### src/rtl/mul32_seq_ctrl.sv
// RV32M multiply sequencer: one 16x16 multiplier time-shared over four partial
// products, with sign handling done on magnitudes and a final conditional negate.
module multiplier_16 (
  input  logic [15:0] a,
  input  logic [15:0] b,
  output logic [31:0] p
);
  assign p = a * b;
endmodule

module mul32_seq_ctrl (
  input  logic        clk_i,
  input  logic        reset_i,
  input  logic        start_i,
  input  logic [1:0]  op_i,
  input  logic [31:0] rs1_i,
  input  logic [31:0] rs2_i,
  input  logic        kill_i,
  output logic        busy_o,
  output logic        done_o,
  output logic [31:0] result_o
);
  typedef enum logic [1:0] {IDLE, STEP, FIX} state_t;
  typedef enum logic [1:0] {OP_MUL = 2'b00, OP_MULH = 2'b01,
                            OP_MULHSU = 2'b10, OP_MULHU = 2'b11} op_t;

  state_t      state;
  op_t         op;
  logic [1:0]  cnt;
  logic        s1, s2;
  logic [31:0] a, b;
  logic [63:0] acc;

  logic        s1_in, s2_in;
  logic [15:0] ma, mb;
  logic [31:0] pp;
  logic [63:0] addend, p;

  multiplier_16 u_mul (.a(ma), .b(mb), .p(pp));

  always_comb begin
    s1_in = rs1_i[31] & ((op_i == OP_MULH) | (op_i == OP_MULHSU));
    s2_in = rs2_i[31] & (op_i == OP_MULH);
    // cnt[1] selects the a half, cnt[0] the b half
    ma = cnt[1] ? a[31:16] : a[15:0];
    mb = cnt[0] ? b[31:16] : b[15:0];
    addend = '0;
    case (cnt)
      2'd0:       addend = {32'b0, pp};
      2'd1, 2'd2: addend = {16'b0, pp, 16'b0};
      default:    addend = {pp, 32'b0};
    endcase
    p = (s1 ^ s2) ? (~acc + 64'd1) : acc;
  end

  always_ff @(posedge clk_i) begin
    if (!reset_i) begin
      state    <= IDLE;
      op       <= OP_MUL;
      cnt      <= '0;
      s1       <= 1'b0;
      s2       <= 1'b0;
      a        <= '0;
      b        <= '0;
      acc      <= '0;
      busy_o   <= 1'b0;
      done_o   <= 1'b0;
      result_o <= '0;
    end else begin
      done_o <= 1'b0;
      case (state)
        IDLE: begin
          if (start_i && !kill_i) begin
            op     <= op_t'(op_i);
            s1     <= s1_in;
            s2     <= s2_in;
            a      <= s1_in ? (~rs1_i + 32'd1) : rs1_i;
            b      <= s2_in ? (~rs2_i + 32'd1) : rs2_i;
            acc    <= '0;
            cnt    <= '0;
            busy_o <= 1'b1;
            state  <= STEP;
          end
        end
        STEP: begin
          if (kill_i) begin
            cnt    <= '0;
            busy_o <= 1'b0;
            state  <= IDLE;
          end else begin
            acc <= acc + addend;
            cnt <= cnt + 2'd1;
            if (cnt == 2'd3) state <= FIX;
          end
        end
        FIX: begin
          busy_o <= 1'b0;
          state  <= IDLE;
          if (!kill_i) begin
            result_o <= (op == OP_MUL) ? p[31:0] : p[63:32];
            done_o   <= 1'b1;
          end
        end
        default: begin
          busy_o <= 1'b0;
          state  <= IDLE;
        end
      endcase
    end
  end
endmodule

### config.mk
export PLATFORM = sky130hd
export DESIGN_NAME = mul32_seq_ctrl
export DESIGN_NICKNAME = d
export VERILOG_FILES = /design/src/rtl/mul32_seq_ctrl.sv
export SDC_FILE = /design/constraint.sdc
export NUM_CORES = 1
export LEC_CHECK = 0
export ABC_AREA = 1
export CAP_MARGIN = 20
export CORE_UTILIZATION = 35
export DETAILED_ROUTE_END_ITERATION = 8
export PLACE_DENSITY = 0.53
export SETUP_SLACK_MARGIN = 0.2
export SLEW_MARGIN = 25
export SYNTH_ARGS = -nofsm -noshare
export SYNTH_HDL_FRONTEND = slang
export SYNTH_SLANG_ARGS = --single-unit
### constraint.sdc
create_clock -name clk_i -period 16.4 [get_ports clk_i]
set_input_delay 3.28 -clock clk_i [delete_from_list [all_inputs] [get_ports clk_i]]
set_output_delay 3.28 -clock clk_i [all_outputs]
set_load 0.005 [all_outputs]
==> key figures <==
Run status
  • Status: finished, final reports clean

Worst setup path
  • Critical Path AT: 10.47 ns
  • CP max FO: 25
  • Crit path top cell by count: inv_1
  • Slowest cell on crit path: dfxtp_1
  • CP max stage delay: 0.94 ns
  • CP Class: register to register
  • Worst setup EP type: register
  • Data required time of the worst path: 16.84 ns
  • Crit start category: register
  • R2R cell count: 34

Final layout
  • Final Cell Area: 26500 µm²
  • Synthesis-to-layout area growth: 10.8%
  • Commonest non-fill, non-tap cell in the layout: nand2_1
  • Proportion of layout cells with a drive suffix above 1: 0.0538
  • Most frequent cells in the layout: 765 x nand2_1, 612 x inv_1, 474 x nor2_1, 292 x a21oi_1, 247 x o21ai_0
  • Ant diodes: 0
  • Final Net Count: 4178
  • Non-Filler Instances: 4626

Clocking
  • Post-CTS setup buffer count: 0
  • H-tree lvl count: 4
  • CTS Buffer Depth: 2
  • # hold bufs at CTS: 0
  • CTS Root Cell: clkbuf_16
  • CTS tree: yes
  • CTS Buf Count: 17
  • Post-CTS Resized: 0
  • Worst-Skew Late Latency: 0.52 ns
  • Num Clock Sinks: 170
  • Clock-pin slew on the worst setup and hold paths: 0.09 ns

GRT
  • Vias in the first global route: 22282
  • Total gr overflow: 0
  • Largest net degree at the start of global routing: 76
  • Total GRT Usage: 0.263
  • Initial antenna violation count: 1
  • First-pass GRT wire length: 139 mm

Yosys
  • Main combinational cell family by area after synthesis: simple AND/OR/NAND/NOR gates
  • Syn Area/Cell: 6.47 µm²
  • Mapped Cells: 3691
  • Multiplexer share of the synthesized area: 0
  • Syn_nets: 4129
  • Post-synthesis simple-gate area fraction: 0.287
  • Netlist cell types: 59
  • Seq/Total Area, Yosys: 0.142
  • Synth Area in Adders: 0.254
  • Synth warnings: 0
  • Area fraction in compound gates after synthesis: 0.170
  • FF+latch count, synth: 170
  • Post-Synth XOR/XNOR Area: 0.0271
  • Mapped Area: 23900 µm²

Placed design
  • IO Port Bufs: 103
  • DP Area: 25800 µm²
  • Gp weighted congestion: 0.971
  • HPWL after DPL: 76.1 mm
  • Placed insts: 4594

STA
  • Slew margin rel.: 0.282
  • Endpoints failing hold: 0
  • Endpoints failing setup: 0
  • Worst hold slack: 0.466 ns
  • TNS Setup: 0 ns
  • RSZ-0062 raised after global routing: no
  • Slew Limit Fails: 0
  • Max Fclk: 99.7 MHz
  • Clock Skews: 0.0231 ns
  • Least-Margin Pin Slew: 1.08 ns
  • Crit path time final: 10.03 ns
  • Final Cycle Share: 0.612

Floorplanning
  • Core Footprint: 67400 µm²
  • DIE AREA: 69300 µm²
  • Die Width: 263 µm
  • Rows: 95
  • Die Y: 263 µm
  • I/O pins: 104
  • Initial Util: 0.354

Power
  • Leak: 12.4 nW
  • Peak VDD IR: 0.0850 mV
  • Power density over cell area: 83.1 nW/µm²

Routing
  • Routed wire length: 92.2 mm
  • Initial DRT Pass Iterations: 6
  • Vias per cell: 5.26
  • 1st-iter DRT viols: 2236
  • WL/cell: 19.9 µm
  • Residual DRC: 0
  • Via count: 24345
  • Antenna Nets Post-Route: 0

Min path
  • WHS Path Cells: 2
  • Hold Path Class: register to register

Flow run
  • Max Cap Viol: 0
cell type report:
class                   count  area, µm²
inverters                 647       2430
flip-flops and latches    170       3400
clock inverters            15        209
fillers                  7376      40900
clock buffers              17        425
repair buffers            132       1240
well taps                 873       1090
multi-input cells        2772      17700
through the flow:
| step | setup WS, ns | utilization | power [mW] |
|---|---|---|---|
| after global routing | 5.89 | 0.393 | 2.36 |
| after CTS | 6.67 | 0.393 | 2.19 |
| after floorplan | 8.79 | - | 1.35 |
| after global placement | 6.63 | 0.383 | 1.73 |
| final | 6.37 | 0.393 | 2.20 |
| after detailed placement | 6.68 | 0.383 | 1.72 |
registers in the layout, summed over array words and instances (netlist names):
register  count
s2            1
busy_o        1
state         2
b            32
cnt           2
done_o        1
op            2
result_o     32
acc          64
a            32
s1            1
critical path, delay by kind of cell (launching register included):
family | cells | cell delay (ns)
adder cells (fa/ha/maj) | 8 | 3.57
AO/OA/AOI/OAI | 7 | 2.08
AND/OR/NAND/NOR | 11 | 1.60
buffers and inverters | 7 | 1.14
flip-flops | 1 | 0.94
XOR/XNOR | 1 | 0.63
Yosys cell counts (all sizes together):
| cell | number | area share |
|---|---|---|
| o41ai | 1 | 0.00037 |
| nor3 | 46 | 0.011 |
| nand4 | 40 | 0.012 |
| or2 | 41 | 0.011 |
| o21bai | 14 | 0.0046 |
| inv | 634 | 0.10 |
| nor4 | 11 | 0.0031 |
| a21boi | 8 | 0.0027 |
| fa | 195 | 0.16 |
| o31ai | 3 | 0.00094 |
| nand3b | 16 | 0.0050 |
| o22ai | 24 | 0.0063 |
| and2 | 1 | 0.00026 |
| buf | 34 | 0.0074 |
| nor2 | 493 | 0.081 |
| clkbuf | 68 | 0.011 |
| a21o | 12 | 0.0038 |
| xnor2 | 20 | 0.0076 |
| a21oi | 300 | 0.064 |
| o221ai | 11 | 0.0040 |
| o21a | 10 | 0.0031 |
| a31o | 2 | 0.00073 |
| nand2 | 775 | 0.12 |
| a31oi | 24 | 0.0063 |
| ha | 173 | 0.091 |
| a211oi | 4 | 0.0013 |
| and3 | 1 | 0.00026 |
| dfxtp | 170 | 0.14 |
| nand3 | 178 | 0.040 |
| o21ai | 297 | 0.066 |
| o211ai | 19 | 0.0060 |
| clkinv | 13 | 0.0021 |
| xor2 | 53 | 0.019 |
cell families after synthesis:
family / Yosys count
adders and majority gates: 368
DFF: 170
buffers and inverters: 749
AOI/OAI and AO/OA: 729
and+or+nand+nor: 1602
xor gates and xnor gates: 73
path summary, 6_finish.rpt:
check / end / slack, ns / startpoint
worst max-delay path: acc[53]$_SDFFE_PN0P_ / 6.37 / cnt[1]$_SDFFE_PN0P_
worst min-delay path: result_o[0]$_SDFFE_PN0P_ / 0.47 / result_o[0]$_SDFFE_PN0P_
worst max register to register: acc[53]$_SDFFE_PN0P_ / 6.37 / cnt[1]$_SDFFE_PN0P_
worst min register to register: result_o[0]$_SDFFE_PN0P_ / 0.47 / result_o[0]$_SDFFE_PN0P_
routing by layer:
metal  up-vias  routed length (µm)  GRT usage
li1      11897                   -          -
met1     11523               44500      0.395
met2       838               38600      0.382
met3        87                7400     0.0526
met4         0                1680     0.0597
met5         -                   0          0
power by group:
group          internal [mW]  switching (mW)  total (mW)
sequential             0.437          0.0253       0.463
clock                  0.212           0.246       0.458
combinational          0.409           0.868        1.28
total                   1.06            1.14        2.20
No activity file was read; power rests on OpenSTA's default activity.
